$ cat config.mk
export PLATFORM = sky130hd
export DESIGN_NAME = fp_div_iter
export DESIGN_NICKNAME = d
export VERILOG_FILES = /design/src/rtl/fp_div_iter.sv
export SDC_FILE = /design/constraint.sdc
export NUM_CORES = 1
export LEC_CHECK = 0
export BUFFER_PORTS_ARGS = -buffer_cell sky130_fd_sc_hd__buf_2
export CELL_PAD_IN_SITES_DETAIL_PLACEMENT = 0
export CELL_PAD_IN_SITES_GLOBAL_PLACEMENT = 1
export CORE_AREA = 2 2 215 217
export DETAILED_ROUTE_END_ITERATION = 6
export DIE_AREA = 0 0 217 219
export PLACE_DENSITY = 0.82
export SLEW_MARGIN = 20
export SYNTH_ARGS = -nofsm -noshare
export SYNTH_HDL_FRONTEND = slang
export SYNTH_SLANG_ARGS = --single-unit
$ cat constraint.sdc
create_clock -name clk -period 6.75 [get_ports clk]
set_input_delay 0.675 -clock clk [delete_from_list [all_inputs] [get_ports clk]]
set_output_delay 0.675 -clock clk [all_outputs]
set_load 0.02 [all_outputs]
$ cat src/rtl/fp_div_iter.sv
// Iterative IEEE-754 binary32 divider: restoring radix-2 mantissa division,
// fixed 29-cycle latency from accept to done, all five rounding modes and flags.
module fp_div_iter (
  input  logic        clk,
  input  logic        rst_n,
  input  logic        req,
  input  logic [31:0] lhs,
  input  logic [31:0] rhs,
  input  logic [2:0]  rm,
  input  logic        flush,
  output logic        busy,
  output logic        done,
  output logic [31:0] result,
  output logic [4:0]  fflags
);
  localparam int unsigned QW = 26;
  localparam int unsigned RW = 27;
  localparam int unsigned EW = 10;
  localparam logic [4:0] ITER_LAST = 5'd25;

  typedef enum logic [1:0] {IDLE, PREP, ITER, ROUND} state_t;

  state_t               r_state, w_state_nx;
  logic [31:0]          r_a, r_b;
  logic [2:0]           r_rm;
  logic [4:0]           r_cnt;
  logic                 r_sign;
  logic signed [EW-1:0] r_exp;
  logic [23:0]          r_mb;
  logic [RW-1:0]        r_rem;
  logic [QW-1:0]        r_q;
  logic                 r_spec;
  logic [31:0]          r_spec_res;
  logic [4:0]           r_spec_flg;
  logic                 r_busy, r_done;
  logic [31:0]          r_result;
  logic [4:0]           r_fflags;

  function automatic logic [4:0] lzc23(input logic [22:0] f);
    logic [4:0] n;
    n = 5'd23;
    for (int i = 0; i < 23; i++) if (f[i]) n = 5'(22 - i);
    return n;
  endfunction

  // Returns {biased exponent (signed), 1.f mantissa}; subnormals pushed below exponent 1.
  function automatic logic [EW+23:0] unpack_norm(input logic [30:0] x);
    logic [4:0]    lz;
    logic [23:0]   m;
    logic [EW-1:0] e;
    lz = lzc23(x[22:0]);
    if (x[30:23] != 8'd0) begin
      m = {1'b1, x[22:0]};
      e = EW'(x[30:23]);
    end else begin
      m = {1'b0, x[22:0]} << (lz + 5'd1);
      e = -{5'd0, lz};
    end
    return {e, m};
  endfunction

  function automatic logic rnd_inc(input logic [2:0] mode, input logic s, input logic lsb,
                                   input logic g, input logic st);
    case (mode)
      3'b001:  return 1'b0;
      3'b010:  return s & (g | st);
      3'b011:  return ~s & (g | st);
      3'b100:  return g;
      default: return g & (st | lsb);
    endcase
  endfunction

  // Operand unpack and classification
  logic signed [EW-1:0] w_ea, w_eb;
  logic [23:0]          w_ma, w_mb;
  logic w_a_zero, w_a_inf, w_a_nan, w_a_snan, w_b_zero, w_b_inf, w_b_nan, w_b_snan, w_sign;
  assign {w_ea, w_ma} = unpack_norm(r_a[30:0]);
  assign {w_eb, w_mb} = unpack_norm(r_b[30:0]);
  assign w_a_zero = (r_a[30:0] == 31'd0);
  assign w_b_zero = (r_b[30:0] == 31'd0);
  assign w_a_inf  = (r_a[30:23] == 8'hFF) && (r_a[22:0] == 23'd0);
  assign w_b_inf  = (r_b[30:23] == 8'hFF) && (r_b[22:0] == 23'd0);
  assign w_a_nan  = (r_a[30:23] == 8'hFF) && (r_a[22:0] != 23'd0);
  assign w_b_nan  = (r_b[30:23] == 8'hFF) && (r_b[22:0] != 23'd0);
  assign w_a_snan = w_a_nan & ~r_a[22];
  assign w_b_snan = w_b_nan & ~r_b[22];
  assign w_sign   = r_a[31] ^ r_b[31];

  logic        w_spec;
  logic [31:0] w_spec_res;
  logic [4:0]  w_spec_flg;
  always_comb begin
    w_spec     = 1'b1;
    w_spec_res = 32'd0;
    w_spec_flg = 5'd0;
    if (w_a_nan | w_b_nan | (w_a_zero & w_b_zero) | (w_a_inf & w_b_inf)) begin
      w_spec_res = 32'h7FC0_0000;
      w_spec_flg = {w_a_snan | w_b_snan | (w_a_zero & w_b_zero) | (w_a_inf & w_b_inf), 4'd0};
    end else if (w_a_inf) begin
      w_spec_res = {w_sign, 8'hFF, 23'd0};
    end else if (w_b_zero) begin
      w_spec_res = {w_sign, 8'hFF, 23'd0};
      w_spec_flg = 5'b01000;
    end else if (w_b_inf | w_a_zero) begin
      w_spec_res = {w_sign, 31'd0};
    end else begin
      w_spec = 1'b0;
    end
  end

  // One restoring step per ITER cycle
  logic [RW-1:0] w_diff;
  logic          w_ge;
  assign w_diff = r_rem - {3'd0, r_mb};
  assign w_ge   = ~w_diff[RW-1];

  // Normalize, denormalize, round
  logic [QW-1:0]        w_qn;
  logic [QW-2:0]        w_qs;
  logic signed [EW-1:0] w_en, w_sh;
  logic [7:0]           w_ex;
  logic [30:0]          w_pack, w_omag;
  logic [31:0]          w_res;
  logic [4:0]           w_flg;
  logic w_st0, w_lost, w_stk, w_inc, w_nx, w_cy, w_tiny, w_ovf;
  always_comb begin
    w_qn   = r_q[QW-1] ? r_q : {r_q[QW-2:0], 1'b0};
    w_en   = r_q[QW-1] ? r_exp : r_exp - 10'sd1;
    w_st0  = |r_rem;
    w_sh   = 10'sd1 - w_en;
    w_qs   = w_qn[QW-2:0];
    w_lost = 1'b0;
    w_ex   = w_en[7:0];
    if (w_en < 10'sd1) begin
      w_ex = 8'd0;
      if (w_sh > 10'sd26) begin
        w_qs   = '0;
        w_lost = |w_qn;
      end else begin
        w_qs   = (QW-1)'(w_qn >> w_sh[4:0]);
        w_lost = |(w_qn & ~({QW{1'b1}} << w_sh[4:0]));
      end
    end
    w_stk  = w_qs[0] | w_st0 | w_lost;
    w_inc  = rnd_inc(r_rm, r_sign, w_qs[2], w_qs[1], w_stk);
    // carry out of the fraction lands in the exponent field, which renormalizes for free
    w_pack = {w_ex, w_qs[24:2]} + 31'(w_inc);
    w_nx   = w_qs[1] | w_stk;
    w_cy   = (&w_qn[25:2]) & rnd_inc(r_rm, r_sign, w_qn[2], w_qn[1], w_qn[0] | w_st0);
    w_tiny = (w_en < 10'sd0) | ((w_en == 10'sd0) & ~w_cy);
    w_ovf  = (w_en > 10'sd254) | (w_pack[30:23] == 8'hFF);
    case (r_rm)
      3'b001:  w_omag = 31'h7F7F_FFFF;
      3'b010:  w_omag = r_sign ? 31'h7F80_0000 : 31'h7F7F_FFFF;
      3'b011:  w_omag = r_sign ? 31'h7F7F_FFFF : 31'h7F80_0000;
      default: w_omag = 31'h7F80_0000;
    endcase
    w_res = w_ovf ? {r_sign, w_omag} : {r_sign, w_pack};
    w_flg = w_ovf ? 5'b00101 : {3'b000, w_tiny & w_nx, w_nx};
  end

  always_comb begin
    w_state_nx = r_state;
    case (r_state)
      IDLE:    if (req) w_state_nx = PREP;
      PREP:    w_state_nx = ITER;
      ITER:    if (r_cnt == 5'd0) w_state_nx = ROUND;
      ROUND:   w_state_nx = IDLE;
      default: w_state_nx = IDLE;
    endcase
    if (flush) w_state_nx = IDLE;
  end

  always_ff @(posedge clk or negedge rst_n) begin
    if (!rst_n) r_state <= IDLE;
    else        r_state <= w_state_nx;
  end

  always_ff @(posedge clk or negedge rst_n) begin
    if (!rst_n) begin
      r_a <= '0; r_b <= '0; r_rm <= '0; r_cnt <= '0;
      r_sign <= 1'b0; r_exp <= '0; r_mb <= '0; r_rem <= '0; r_q <= '0;
      r_spec <= 1'b0; r_spec_res <= '0; r_spec_flg <= '0;
      r_busy <= 1'b0; r_done <= 1'b0; r_result <= '0; r_fflags <= '0;
    end else begin
      r_done <= 1'b0;
      r_busy <= (w_state_nx != IDLE);
      case (r_state)
        IDLE: if (req && !flush) begin
          r_a  <= lhs;
          r_b  <= rhs;
          r_rm <= rm;
        end
        PREP: begin
          r_sign     <= w_sign;
          r_exp      <= w_ea - w_eb + 10'sd127;
          r_mb       <= w_mb;
          r_rem      <= {3'd0, w_ma};
          r_q        <= '0;
          r_cnt      <= ITER_LAST;
          r_spec     <= w_spec;
          r_spec_res <= w_spec_res;
          r_spec_flg <= w_spec_flg;
        end
        ITER: begin
          r_q   <= {r_q[QW-2:0], w_ge};
          r_rem <= (w_ge ? w_diff : r_rem) << 1;
          if (r_cnt != 5'd0) r_cnt <= r_cnt - 5'd1;
        end
        ROUND: if (!flush) begin
          r_done   <= 1'b1;
          r_result <= r_spec ? r_spec_res : w_res;
          r_fflags <= r_spec ? r_spec_flg : w_flg;
        end
        default: ;
      endcase
    end
  end

  assign busy   = r_busy;
  assign done   = r_done;
  assign result = r_result;
  assign fflags = r_fflags;
endmodule

**Word-level counts from Yosys, hierarchy flattened**

Index checks and enable logic that the tools add are counted.

- Eq/ne operators: 11
- Bitwise gates (word level): 38
- Shift operators: 4
- Muxes and demuxes: 88
- Reductions and logical operators: 27
- Magnitude comparators: 4
- Add/sub/neg operators: 11

Operators with widths:

| kind | count |
|---|---|
| $mux 5 | 44 |
| $mux 32 | 5 |
| $mux 24 | 4 |
| $pmux 24 s3 | 1 |
| $logic_not 31->1 | 2 |
| $pmux 27 s2 | 1 |
| $mux 26 | 2 |
| $pmux 26 s2 | 1 |
| $reduce_or 26->1 | 2 |
| $mux 25 | 2 |
| $shl 23x5->24 | 2 |
| $logic_not 23->1 | 2 |
| $reduce_bool 23->1 | 2 |
| $add 31x1->31 | 1 |
| $mux 31 | 1 |
| $mux 10 | 3 |
| $reduce_or 27->1 | 1 |
| $sub 27x24->27 | 1 |
| $and 26x26->26 | 1 |
| $not 26->26 | 1 |
| $shl 26x5->26 const A | 1 |
| $shr 26x5->25 | 1 |
| $eq 8x8->1 const B | 3 |
| $reduce_and 24->1 | 1 |
| other kinds (38) | 98 |

- Register bits after elaboration: 239
- Word-level logic and storage cells: 200

**Depth between registers and ports, before layout**

Gate-level depths: netlist of the first run.

- Depth after elaboration: 27
- Mapped depth: 35
- Gate-level depth less buffers: 27

**Worst setup path after synthesis of the first run**

No wires, ideal clock.

- Path type: register to register
- From: reg r_exp[0]
- To: reg r_result[17] (netlist: result[17])
- Cell stages (with the launch flop): 36
- Slack: -0.564 ns
- Path buffers: 11
- Arrival time: 7.215 ns
- Cells stage by stage: dfrtp_1 > buf_2 > inv_1 > buf_4 > buf_2 > ha_1 > nor2b_1 > nor2_4 > inv_2 > buf_2 > buf_1 > ha_1 > clkbuf_1 > nand2b_1 > nor4_1 > o41a_1 > buf_6 > clkbuf_1 > clkbuf_1 > clkbuf_1 > a21o_1 > o21ai_0 > nand2_1 > nand2_1 > o21ai_0 > ha_1 > o211a_1 > nor3b_1 > and2_1 > or4b_4 > xnor2_1 > nand4_1 > o21bai_4 > or2b_4 > buf_12 > o311ai_4

- Cells in the longest elaborated chain, start to end: 18
- Elaborated cells on any way between the ends: 29

RTL lines:

| element | RTL line | RTL |
|---|---|---|
| start, declared | 28 | `logic signed [EW-1:0] r_exp;` |
| start signal, assigned | 196 | `r_exp <= w_ea - w_eb + 10'sd127;` |
| $sub 10x2->10 | 128 | `w_en = r_q[QW-1] ? r_exp : r_exp - 10'sd1;` |
| $mux 10 * | 128 |  |
| $sub 2x10->10 | 130 | `w_sh = 10'sd1 - w_en;` |
| $shl 26x5->26 | 141 | `w_lost = \|(w_qn & ~({QW{1'b1}} << w_sh[4:0]));` |
| $not 26->26 | 141 |  |
| $and 26x26->26 | 141 |  |
| $reduce_or 26->1 | 141 |  |
| $mux 1 | 136 | `if (w_sh > 10'sd26) begin` |
| [2 not listed] | - |  |
| $or 1x1->1 (on tied branches) | 69, 66, 67 |  |
| $and 1x1->1 (on tied branches) | 69, 66, 67 |  |
| $pmux 1 s4 | 64 | `case (mode)` |
| $add 31x1->31 | 147 | `w_pack = {w_ex, w_qs[24:2]} + 31'(w_inc);` |
| $eq 8x8->1 | 151 | `w_ovf = (w_en > 10'sd254) \| (w_pack[30:23] == 8'hFF);` |
| $or 1x1->1 | 151 |  |
| $mux 31 * | 158 | `w_res = w_ovf ? {r_sign, w_omag} : {r_sign, w_pack};` |
| $mux 32 * | 212 | `r_result <= r_spec ? r_spec_res : w_res;` |
| end signal, assigned | 212 |  |
| end, declared | 36 | `logic [31:0] r_result;` |

Every way passes the cells marked *; elsewhere a longest branch is shown, timed or not.
A chain may end at the register's enable or synchronous reset.

**Worst setup path in the final report of the first run**

- From: reg r_exp[1]
- To: reg r_result[12] (netlist: result[12])

Same word-level chain as after synthesis.

==> flow_summary.ini, run 1 <==
[detailed_routing]
vias = 16608
drt-initial-drc-count = 1604
routed_wl_um = 60570
wire_per_inst_um = 22.48
drc = 0
first_pass_iters = 5
viasPerCell = 6.163
ant_nets = 0

[yosys]
synth_warnings = 0
synth-simple-area-share_pct = 18.56
syn-cell-area_um2 = 17870
synth_top_area_cell = dfrtp_1
synth_edf_count = 0
yosys.area_share.adder_pct = 4.354
ys_seq_area_share_pct = 28.98
synth-main-ff-cell = dfrtp_1
synth.most_common_cell = dfrtp_1
yosys-top-cells-area = dfrtp_1, mux2_2, mux4_2
avgSynthCellArea_um2 = 8.814
synth_common_cells = dfrtp_1, nand2_1, nor2_1, a21oi_1
synth.ff_latch_count = 207
synthXorXnorAreaFrac_pct = 3.990
syn_inst = 2028
synth_compound_gate_area_share_pct = 22.60
yosysTopAreaCellShare_pct = 28.98
synth_mux_area_share_pct = 16.06
ys_types = 103
synth_top_family_by_area = compound AO/OA/AOI/OAI gates
synthesis.nets = 2160
async_reset_ff_share_pct = 100.0

[clocking]
cts_inserted_buffers = 26
clock_latency_ns = 0.58
clkSinkCount = 207
clkTransAtPathRegs_ns = 0.06
postCtsHoldBufs = 0
root_buffer = clkbuf_16
clock_path_buffers = 3
cts_tree = done
cts_max_level = 1

[final_layout]
fillers = 4577
syn_to_final_growth_pct = 11.42
antenna_cells = 0
drive_above_1_share_pct = 20.67
multiInputGateArea_um2 = 11840
layoutNonFillerInstCount = 2695
final_nets = 2210
seq_area_um2 = 5181

[die]
die_h_um = 219
die_x_um = 217
initial_core_util_pct = 39.64
ios = 110
rows = 78
core_um2 = 45090
dieArea_um2 = 47520

[timing]
relSlewSlack_pct = 27.75
finalHoldViolations = 0
tightest_slew_ns = 1.080
period_minus_slack_ns = 6.351
rsz0062_at_grt = false
fmax_mhz = 157.4
setup_violations = 0
skew_ns = 0.01663
fin_setup_tns_ns = 0
drv_slew = 0
period_share_pct = 94.10

[critical_path]
critPathTopFamily = compound AO/OA/AOI/OAI gates
crit_top_cell = ha_1
critical_path.max_fanout = 10
required_ns = 7.18
crit_slowest_cell = a2111oi_1
end_kind = flop
cp_num_buf_inv = 3
arrival_ns = 6.78
start_kind = flop
critPathMaxStageDelay_ns = 0.66
path_class = flop to flop

[place]
dp.cells = 2645
portBuffers = 109
place_hpwl_um = 45230
gp_congestion = 0.9692

[global_routing]
grt.busiest_layer = met2
grt_max_degree = 89
use_met1_pct = 33.07
grt_pass1_vias = 16224
antenna_found_initial = 0
use_met2_pct = 42.82
overflow = 0
met3_usage_pct = 3.063
grt_first_pass_wirelength_um = 94960
grt_usage_pct = 25.09

[status]
outcome = completed

[flow_run]
cap_violations = 0

[worst_hold_path]
hold_path.class = input port to asynchronous set/reset pin
-- what timing repair did --
item,in CTS,in global routing
endpoints found under the setup margin,0,32
buffers inserted,0,1
gates resized for setup,0,9
-- cell families (layout without fill, tap and decap cells) --
group                    after synthesis  after routing
AND/OR/NAND/NOR                      667            670
AO/OA/AOI/OAI                        568            569
buffers and inverters                229            292
multiplexers                         220            220
flip-flops                           207            207
XOR/XNOR                              76             76
adder cells (fa/ha/maj)               61             61
-- sequential cells by signal, summed over array words and instances, names as in the netlist --
| signal | flops |
|---|---|
| r_a | 32 |
| r_b | 32 |
| result | 32 |
| r_rem | 27 |
| r_q | 26 |
| r_mb | 24 |
| r_exp | 10 |
| fflags | 5 |
| r_cnt | 5 |
| r_rm | 3 |
| r_spec_res | 3 |
| r_spec_flg | 2 |
| r_state | 2 |
| busy | 1 |
| done | 1 |
| r_sign | 1 |
| r_spec | 1 |
-- metrics by stage --
step / area (µm²) / util, % / hold slack [ns] / setup WS (ns)
3_5_place_dp: 18950 / 42.04 / 0.4685 / 0.2181
2_1_floorplan: 17890 / - / 0.3794 / 0.008272
3_3_place_gp: 18950 / 42.04 / 0.4621 / 0.4776
6_report: 19920 / 44.17 / 0.1019 / 0.3985
5_1_grt: 19920 / 44.17 / 0.1513 / 0.03513
4_1_cts: 19820 / 43.95 / 0.1236 / 0.2088
-- final timing paths --
kind | from | endpoint | slack (ns) | depth (start not counted)
max | r_exp[1]$_DFFE_PN0P_ | result[12]$_DFFE_PN0P_ | 0.40 | 25
min | rst_n | r_q[10]$_DFFE_PN0P_ | 0.10 | 1
max reg2reg | r_exp[1]$_DFFE_PN0P_ | result[12]$_DFFE_PN0P_ | 0.40 | 25
min reg2reg | fflags[4]$_DFFE_PN0P_ | fflags[4]$_DFFE_PN0P_ | 0.48 | 2
max in group asynchronous | rst_n | r_a[4]$_DFFE_PN0P_ | 5.26 | 2
min in group clk | rhs[31] | r_b[31]$_DFFE_PN0P_ | 0.33 | 2
-- area by class of cell --
type                    instances  share of cell area (%)
repair buffers                160                   4.775
clock inverters                 9                  0.6345
clock buffers                  36                   3.707
flip-flops and latches        207                   26.02
inverters                      87                   1.640
multi-input cells            1596                   59.46
well taps                     600                   3.770
-- metal layers --
metal  routed length [µm]  part of all wire (%)  up-vias
li1                     -                     -     7694
met1                25710                    42     8167
met2                29410                    49      637
met3                 3414                   5.6      110
met4                 2040                   3.4        0
met5                    0                     0        -
-- worst register-to-register path: cells and delay by family (launching register included) --
| kind | cells | cell delay, ns |
|---|---|---|
| flops | 1 | 0.34 |
| compound gates | 8 | 2.17 |
| simple gates | 9 | 2.06 |
| xor+xnor | 1 | 0.22 |
| buf+inv | 3 | 0.29 |
| fa+ha+maj | 4 | 1.16 |
-- layout by cell type, fill, tap and decap left out, types with 23 or more instances in the layout --
cell,Yosys,final
xor2_1,25,25
nand2b_1,34,32
mux4_2,43,43
nor4_1,28,27
o211ai_1,23,23
dfrtp_1,207,206
o221ai_1,24,24
a22o_1,25,25
buf_4,2,50
mux2_2,105,105
nor3_1,61,58
inv_1,85,85
nand4_1,23,23
mux2i_1,72,71
clkbuf_16,0,26
a211oi_1,26,26
buf_2,5,108
ha_1,59,58
nand2_1,183,183
o21ai_0,88,88
nor2_1,172,172
a21oi_1,133,133
xnor2_1,47,44
nand3_1,47,47
Power of run 1 is left out: the tool's default activity adds up to more than one toggle a clock period on the data nets, which glitch-free logic cannot reach.
==> run 2, diff against run 1 <==
Settings changed: CORE_AREA 2 2 215 217 to 2 2 205 207, DIE_AREA 0 0 217 219 to 0 0 207 209, PLACE_DENSITY 0.82 to 0.88.
==> run 2 against run 1 <==
The run now ends with DRC left. Setup slack worse by 0.047 ns. Non-clock buffer count is 2 higher. Fmax is 0.74% lower. Die area is 9.0% lower. Via count is 0.37% higher. Clock skew is 0.00095 ns lower. First-iteration DRC count is 0.12% higher. Register-to-register slack worse by 0.05 ns. Critical path depth is 1 higher. Sequential share of layout area is 0.14 points higher. Flip-flop and latch count stayed put. Global-route usage is 1.1 points higher. Critical path type unchanged. Largest cell class unchanged.
==> flow_summary.ini, run 2 (synthesized netlist as in run 1, its figures left out) <==
[die]
die_h_um = 209
core_um2 = 41290
rows = 75
ios = 110
initial_core_util_pct = 43.29
dieArea_um2 = 43260
die_x_um = 207

[critical_path]
crit_top_cell = ha_1
worstReg2RegStart = r_exp[1]$_DFFE_PN0P_
path_class = flop to flop
required_ns = 7.18
arrival_ns = 6.83
critical_path.max_fanout = 15
reg2reg_slack_ns = 0.35
critPathMaxStageDelay_ns = 0.52
reg2regPathDepth = 26
r2r_end = result[17]$_DFFE_PN0P_
start_kind = flop
end_kind = flop
crit_slowest_cell = a2111oi_2

[clocking]
postCtsHoldBufs = 0
cts_max_level = 1
clock_path_buffers = 3
root_buffer = clkbuf_16
cts_tree = done
cts_inserted_buffers = 25
clock_latency_ns = 0.57
clkSinkCount = 207
clkTransAtPathRegs_ns = 0.07

[status]
violations = DRC
outcome = finished with violations

[worst_hold_path]
hold_path.class = input port to asynchronous set/reset pin

[detailed_routing]
viasPerCell = 6.326
ant_nets = 0
vias = 16669
drt-initial-drc-count = 1606
wire_per_inst_um = 22.24
first_pass_iters = 7
routed_wl_um = 58610
drc = 1

[timing]
period_share_pct = 94.80
drv_slew = 0
skew_ns = 0.01568
fmax_mhz = 156.3
holdWs_ns = 0.07006
period_minus_slack_ns = 6.399
relSlewSlack_pct = 24.92
finalHoldViolations = 0
tightest_slew_ns = 1.122
setup_violations = 0

[flow_run]
cap_violations = 0

[final_layout]
layout_commonest_cell = dfrtp_1
final_nets = 2210
final_cell_mix = dfrtp_1, nand2_1, nor2_1
syn_to_final_growth_pct = 10.80
layoutNonFillerInstCount = 2635
post-route-util_pct = 47.97
drive_above_1_share_pct = 20.90
antenna_cells = 0

[place]
portBuffers = 109
gp_congestion = 0.9940
place_hpwl_um = 43720
dp.cells = 2586

[global_routing]
grt_max_degree = 96
grt_pass1_vias = 16178
overflow = 0
grt_usage_pct = 26.18
grt_first_pass_wirelength_um = 91910
antenna_found_initial = 0
## run 2: timing repair
item | CTS | global route
endpoints found under the setup margin | 0 | 30
buffers inserted | 0 | 1
endpoints found under the hold margin | 0 | 0
gates resized for setup | 0 | 12
## run 2: per-layer routing
layer | vias to the layer above | part of all wire (%) | global-route usage [%]
li1 | 7694 | - | -
met1 | 8195 | 42 | 33.66
met2 | 633 | 48 | 45.08
met3 | 147 | 5.6 | 3.231
met4 | 0 | 4.0 | 9.901
met5 | - | 0 | 0
## run 2: how the worst max path moves through the flow
| stage | start | endpoint | slack, ns | cells past startpoint |
|---|---|---|---|---|
| after floorplan | r_exp[0]$_DFFE_PN0P_ | result[17]$_DFFE_PN0P_ | 0.008 | 30 |
| after global placement | r_exp[1]$_DFFE_PN0P_ | result[17]$_DFFE_PN0P_ | 0.43 | 26 |
| after detailed placement | r_exp[1]$_DFFE_PN0P_ | result[17]$_DFFE_PN0P_ | 0.22 | 26 |
| after CTS | r_exp[1]$_DFFE_PN0P_ | result[12]$_DFFE_PN0P_ | 0.20 | 26 |
| after global routing | r_exp[1]$_DFFE_PN0P_ | result[8]$_DFFE_PN0P_ | -0.08 | 26 |
| final | r_exp[1]$_DFFE_PN0P_ | result[17]$_DFFE_PN0P_ | 0.35 | 26 |
## run 2: worst max-delay path: cells and delay by family (launching register included)
kind            cells  cell delay, ns
simple gates        9            1.95
buf+inv             5            0.75
compound gates      7            1.78
mux                 1            0.30
flops               1            0.35
fa+ha+maj           4            1.12
## run 2: final cells by class
cell class	instances	area [µm²]
clock inverter	10	105.1
timing repair buffer	162	953.4
inverter	87	326.6
tap	539	674.4
sequential	207	5181
clock buffer	35	723.2
multi-input combinational	1595	11840
fill	4021	21480
## run 2: stage by stage
stage	area, µm²	TNS, ns	worst slack [ns]
finish	19810	0	0.3512
global route	19810	-1.487	-0.07559
CTS	19710	0	0.2010
detailed placement	18880	0	0.2165
global placement	18880	0	0.4310
floorplan	17890	0	0.008272
Power of run 2 is left out for the same reason.
